File: src/rtl/v19_pulse_ctrl_pkg.sv
// v19 pulse controller shared types and defaults.
// Filter width and controller timing live here.
package v19_pulse_ctrl_pkg;

  localparam int SIZE_FILTER_DATA  = 15;
  localparam int FW_DEF            = SIZE_FILTER_DATA + 1;
  localparam int SETTLE_CYCLES_DEF = 64;
  localparam int DEAD_TIME_DEF     = 16;

  typedef enum logic [2:0] {
    IDLE,
    SETTLE,
    ARMED,
    RISE,
    DEAD
  } v19_ctrl_st_t;

endpackage

File: src/rtl/v19_pulse_ctrl.sv
// v19 pulse controller: filter reset/settle sequencing, peak
// detection with dead time, one-entry event output register.
module v19_pulse_ctrl
  import v19_pulse_ctrl_pkg::*;
#(
  parameter int FW            = FW_DEF,
  parameter int TS_W          = 16,
  parameter int SETTLE_CYCLES = SETTLE_CYCLES_DEF,
  parameter int DEAD_TIME     = DEAD_TIME_DEF,
  parameter int LOST_W        = 8
) (
  input  logic                 clk,
  input  logic                 reset,
  input  logic                 enable,
  input  logic signed [FW-1:0] threshold,
  input  logic signed [FW-1:0] filt_data,
  output logic                 filt_rst_n,
  output logic                 ev_valid,
  input  logic                 ev_ready,
  output logic signed [FW-1:0] ev_amp,
  output logic [TS_W-1:0]      ev_time,
  output logic                 busy,
  output logic [LOST_W-1:0]    lost_cnt
);

  localparam int CNT_MAX =
    (SETTLE_CYCLES > DEAD_TIME) ? SETTLE_CYCLES : DEAD_TIME;
  localparam int CNT_W = (CNT_MAX > 1) ? $clog2(CNT_MAX) : 1;

  v19_ctrl_st_t          st_q, st_d;
  logic [CNT_W-1:0]      cnt_q, cnt_d;
  logic [TS_W-1:0]       ts_q, ts_d;
  logic signed [FW-1:0]  pk_q, pk_d;
  logic [TS_W-1:0]       tc_q, tc_d;
  logic                  frst_q, frst_d;
  logic                  ev_valid_q, ev_valid_d;
  logic signed [FW-1:0]  ev_amp_q, ev_amp_d;
  logic [TS_W-1:0]       ev_time_q, ev_time_d;
  logic [LOST_W-1:0]     lost_q, lost_d;
  logic                  commit;

  always_comb begin
    st_d   = st_q;
    cnt_d  = cnt_q;
    pk_d   = pk_q;
    tc_d   = tc_q;
    commit = 1'b0;
    if (!enable) begin
      st_d = IDLE;
    end else begin
      unique case (st_q)
        IDLE: begin
          st_d  = SETTLE;
          cnt_d = CNT_W'(SETTLE_CYCLES - 1);
        end
        SETTLE: begin
          if (cnt_q == '0) st_d = ARMED;
          else cnt_d = cnt_q - 1'b1;
        end
        ARMED: begin
          if (filt_data > threshold) begin
            st_d = RISE;
            pk_d = filt_data;
            tc_d = ts_q;
          end
        end
        RISE: begin
          // Equal samples keep the first peak and stay in RISE
          if (filt_data > pk_q) begin
            pk_d = filt_data;
          end else if (filt_data < pk_q) begin
            st_d   = DEAD;
            cnt_d  = CNT_W'(DEAD_TIME - 1);
            commit = 1'b1;
          end
        end
        DEAD: begin
          if (cnt_q != '0) cnt_d = cnt_q - 1'b1;
          else if (filt_data <= threshold) st_d = ARMED;
        end
        default: st_d = IDLE;
      endcase
    end
  end

  always_comb begin
    ts_d   = (st_q == IDLE || st_d == IDLE) ? '0 : ts_q + 1'b1;
    frst_d = (st_d != IDLE);
  end

  always_comb begin
    ev_valid_d = ev_valid_q;
    ev_amp_d   = ev_amp_q;
    ev_time_d  = ev_time_q;
    lost_d     = lost_q;
    if (ev_valid_q && ev_ready) ev_valid_d = 1'b0;
    if (commit) begin
      if (!ev_valid_q || ev_ready) begin
        ev_valid_d = 1'b1;
        ev_amp_d   = pk_q;
        ev_time_d  = tc_q;
      end else if (lost_q != '1) begin
        lost_d = lost_q + 1'b1;
      end
    end
  end

  always_ff @(posedge clk or negedge reset) begin
    if (!reset) begin
      st_q       <= IDLE;
      cnt_q      <= '0;
      ts_q       <= '0;
      pk_q       <= '0;
      tc_q       <= '0;
      frst_q     <= 1'b0;
      ev_valid_q <= 1'b0;
      ev_amp_q   <= '0;
      ev_time_q  <= '0;
      lost_q     <= '0;
    end else begin
      st_q       <= st_d;
      cnt_q      <= cnt_d;
      ts_q       <= ts_d;
      pk_q       <= pk_d;
      tc_q       <= tc_d;
      frst_q     <= frst_d;
      ev_valid_q <= ev_valid_d;
      ev_amp_q   <= ev_amp_d;
      ev_time_q  <= ev_time_d;
      lost_q     <= lost_d;
    end
  end

  assign filt_rst_n = frst_q;
  assign ev_valid   = ev_valid_q;
  assign ev_amp     = ev_amp_q;
  assign ev_time    = ev_time_q;
  assign lost_cnt   = lost_q;
  assign busy       = (st_q != IDLE) && (st_q != ARMED);

endmodule

File: config.mk
export PLATFORM = sky130hd
export DESIGN_NAME = v19_pulse_ctrl
export DESIGN_NICKNAME = d
export VERILOG_FILES = /design/src/rtl/v19_pulse_ctrl_pkg.sv /design/src/rtl/v19_pulse_ctrl.sv
export SDC_FILE = /design/constraint.sdc
export NUM_CORES = 1
export LEC_CHECK = 0
export BUFFER_PORTS_ARGS = -buffer_cell sky130_fd_sc_hd__buf_2
export CAP_MARGIN = 20
export CORE_MARGIN = 2
export CORE_UTILIZATION = 61
export DETAILED_ROUTE_END_ITERATION = 10
export GPL_ROUTABILITY_DRIVEN = 0
export PLACE_DENSITY = 0.92
export REMOVE_ABC_BUFFERS = 1
export SKIP_LAST_GASP = 1
export SYNTH_ARGS = -nofsm -noshare
export SYNTH_HDL_FRONTEND = slang
export SYNTH_SLANG_ARGS = --single-unit
File: constraint.sdc
create_clock -name clk -period 7.15 [get_ports clk]
set_clock_uncertainty 0.15 [all_clocks]
set_input_delay 0.3575 -clock clk [delete_from_list [all_inputs] [get_ports clk]]
set_output_delay 0.3575 -clock clk [all_outputs]
set_load 0.01 [all_outputs]
==> flow_summary.toml <==
[synth]
netlist_area_mm2 = 0.00506
async_reset_ff_frac = 1.00
yosysSeqAreaShare = 0.489
ys_ff_latch = 99
synth.avg_cell_area_um2 = 10.8
ys.flop_type = "dfrtp_1"
post_synth_num_cell_types = 52
synth_edf_count = 0
yosysWarningCount = 0
synthCells = 468

[floorplanning]
start_util = 0.622
dieArea_mm2 = 0.00904
num_rows = 33
pin_count = 79
die_w_um = 95.1
dieHeight_um = 95.1
coreArea_mm2 = 0.00813

[route]
dr.pass1.iters = 4
drtIter0Drc = 210
wirelength_um = 10400
viasPerCell = 5.71
drc = 0
ant_nets = 0
routedWlPerCell_um = 15.9
vias = 3754

[sta]
period_minus_slack_ns = 3.69
final_max_slew_viol_count = 0
whs_ns = 0.0928
layout_setup_ws_ns = 3.46
worst_pin_slew_ns = 0.961
report.final.setup_viol = 0
rsz0062_at_grt = "no"
final-hold-violation-count = 0
fin_tns_setup_ns = 0
fin_crit_sh = 0.516
max_freq_mhz = 271
maxSlewHeadroom = 0.359

[clock_tree]
cts_tree = "built"
postCtsSetupBuffers = 0
cts-buffers-inserted = 9
cts-htree-levels = 3
clk_pin_slew_worst_paths_ns = 0.09
root_buffer = "clkbuf_8"
cts_buffer_depth = 2
clock_sinks = 99
clock_latency_ns = 0.37

[critical_path]
cp_slowest_stage_delay_ns = 0.83
startpoint_type = "primary input"
crit_fanout = 17
regToRegSetupSlack_ns = 3.61
cp_cell_sequence = "buf_2, inv_1, ha_1, a21oi_1, o21ai_0, a2111oi_1, and3_1, a22o_1, a31o_1, mux2_2"
worstPathArrival_ns = 3.79
path_class = "in -> reg"
cp-end-kind = "flip-flop"
cp_slowest_cell = "a31o_1"
required_ns = 7.26

[pwr]
p_leak_uw = 0.00297
vdd_drop_max_mv = 0.106
power_density_mw_per_mm2 = 187
switching_power_uw = 285
switching_share = 0.266
power.share.sequential = 0.545
p_int_uw = 788
power.share.clock = 0.344
combPwrFrac = 0.111

[placement]
port-buffer-count = 78
dpl_cell_area_mm2 = 0.00551
place_ws_ns = 3.27
dp_hpwl_um = 7570

[finish]
drive_gt1_frac = 0.272
design_area_mm2 = 0.00573
area_delta_synth_final_pct = 13.2
antenna_cells = 0
final_nets = 619
fillers = 548

[grt]
grt_pass1_vias = 3872
antenna_found_initial = 0
grt_usage = 0.248
grt_pass1_wl_um = 17300
grt_max_degree = 71
grt-ovfl-total = 0

[hold_path]
worstHoldPathType = "in -> reg"

[flow_run]
drv_cap = 0

[run_status]
status = "finished clean"
power groups by stage:
stage	Sequential, µW	Clock, µW	Combinational (µW)
4_1_cts	584	375	119
5_1_grt	586	398	134
2_1_floorplan	593	0	70.5
3_5_place_dp	595	0	116
6_report	585	369	119
3_3_place_gp	594	0	108
timing repair:
item | CTS | global route
gates resized for setup | 0 | 0
endpoints found under the setup margin | 0 | 0
hold buffers | 1 | 0
hold endpoints to repair | 29 | 0
cells by family after synthesis:
group | after synthesis | share of synthesized area
and+or+nand+nor | 143 | 0.138
DFF | 99 | 0.489
xor gates and xnor gates | 22 | 0.0381
AOI/OAI and AO/OA | 66 | 0.0811
muxes | 50 | 0.119
adders and majority gates | 36 | 0.0890
buffers and inverters | 52 | 0.0457
placed cells by master (no fill, tap or decap), types with 3 or more instances in the layout:
cell,Yosys,layout
a21oi_1,13,13
dfrtp_1,99,99
nand4_1,6,6
inv_1,38,38
nor2_1,37,37
a21o_1,3,3
xor2_1,15,15
nor3_1,8,8
buf_2,4,77
ha_1,36,36
o21ai_0,28,28
clkbuf_8,0,9
mux2_4,10,10
xnor2_1,7,7
o211ai_1,3,3
and3_1,5,5
nand2_1,47,47
mux2_2,40,40
nand2b_1,7,7
nand3_1,18,18
buf_4,0,4
worst paths after layout:
check,from,end,depth (start not counted)
setup / recovery,threshold[7],pk_q[1],10
hold / removal,filt_data[0],pk_q[0],2
setup reg to reg,st_q[1],pk_q[1],7
hold reg to reg,ev_amp[2],ev_amp[2],2
max in group asynchronous,reset,st_q[2],3
min in group asynchronous,reset,cnt_q[3],2
area by class of cell:
class | count | area [µm²] | share of cell area
Clock buffer | 10 | 128 | 0.0223
Multi-Input combinational cell | 317 | 2350 | 0.411
Inverter | 38 | 143 | 0.0249
Tap cell | 105 | 131 | 0.0229
Timing Repair Buffer | 82 | 425 | 0.0743
Clock inverter | 6 | 71.3 | 0.0124
Sequential cell | 99 | 2480 | 0.432
metal layers:
layer / global-route usage / wire length (µm) / vias to the layer above
met5: 0 / 0 / -
met4: 0.132 / 299 / 0
met3: 0.0466 / 533 / 31
met2: 0.417 / 5190 / 119
met1: 0.302 / 4390 / 1838
li1: - / - / 1766
synthesized netlist by cell type (all sizes together) (2+ instances only):
library cell,count,area share
dfrtp,99,0.49
mux2,50,0.12
nand2,47,0.035
inv,38,0.028
nor2,37,0.027
ha,36,0.089
o21ai,29,0.029
nand3,18,0.018
xor2,15,0.026
a21oi,13,0.013
nor3,8,0.0079
buf,7,0.012
clkbuf,7,0.0052
nand2b,7,0.0087
nand4,7,0.012
xnor2,7,0.012
and3,5,0.0062
o211ai,4,0.0069
a21o,3,0.0044
a31oi,2,0.0025
nand3b,2,0.0030
nor2b,2,0.0025
nor4,2,0.0054
o31ai,2,0.0030
state kept, by name, indices dropped and copies added (netlist names):
| signal | count |
|---|---|
| cnt_q | 6 |
| ev_amp | 16 |
| ev_time | 16 |
| ev_valid | 1 |
| filt_rst_n | 1 |
| lost_cnt | 8 |
| pk_q | 16 |
| st_q | 3 |
| tc_q | 16 |
| ts_q | 16 |
critical path, delay by kind of cell:
family | cells | cell delay [ns]
AO/OA/AOI/OAI | 5 | 2.33
buffers and inverters | 2 | 0.11
multiplexers | 1 | 0.42
adder cells (fa/ha/maj) | 1 | 0.32
AND/OR/NAND/NOR | 1 | 0.24
stage by stage:
step | util | total power (µW) | std cells
finish | 0.704 | 1070 | 657
global route | 0.704 | 1120 | 657
CTS | 0.703 | 1080 | 656
detailed placement | 0.678 | 711 | 639
global placement | 0.678 | 702 | 639
floorplan | - | 663 | 454
No activity file was read; power rests on OpenSTA's default activity.
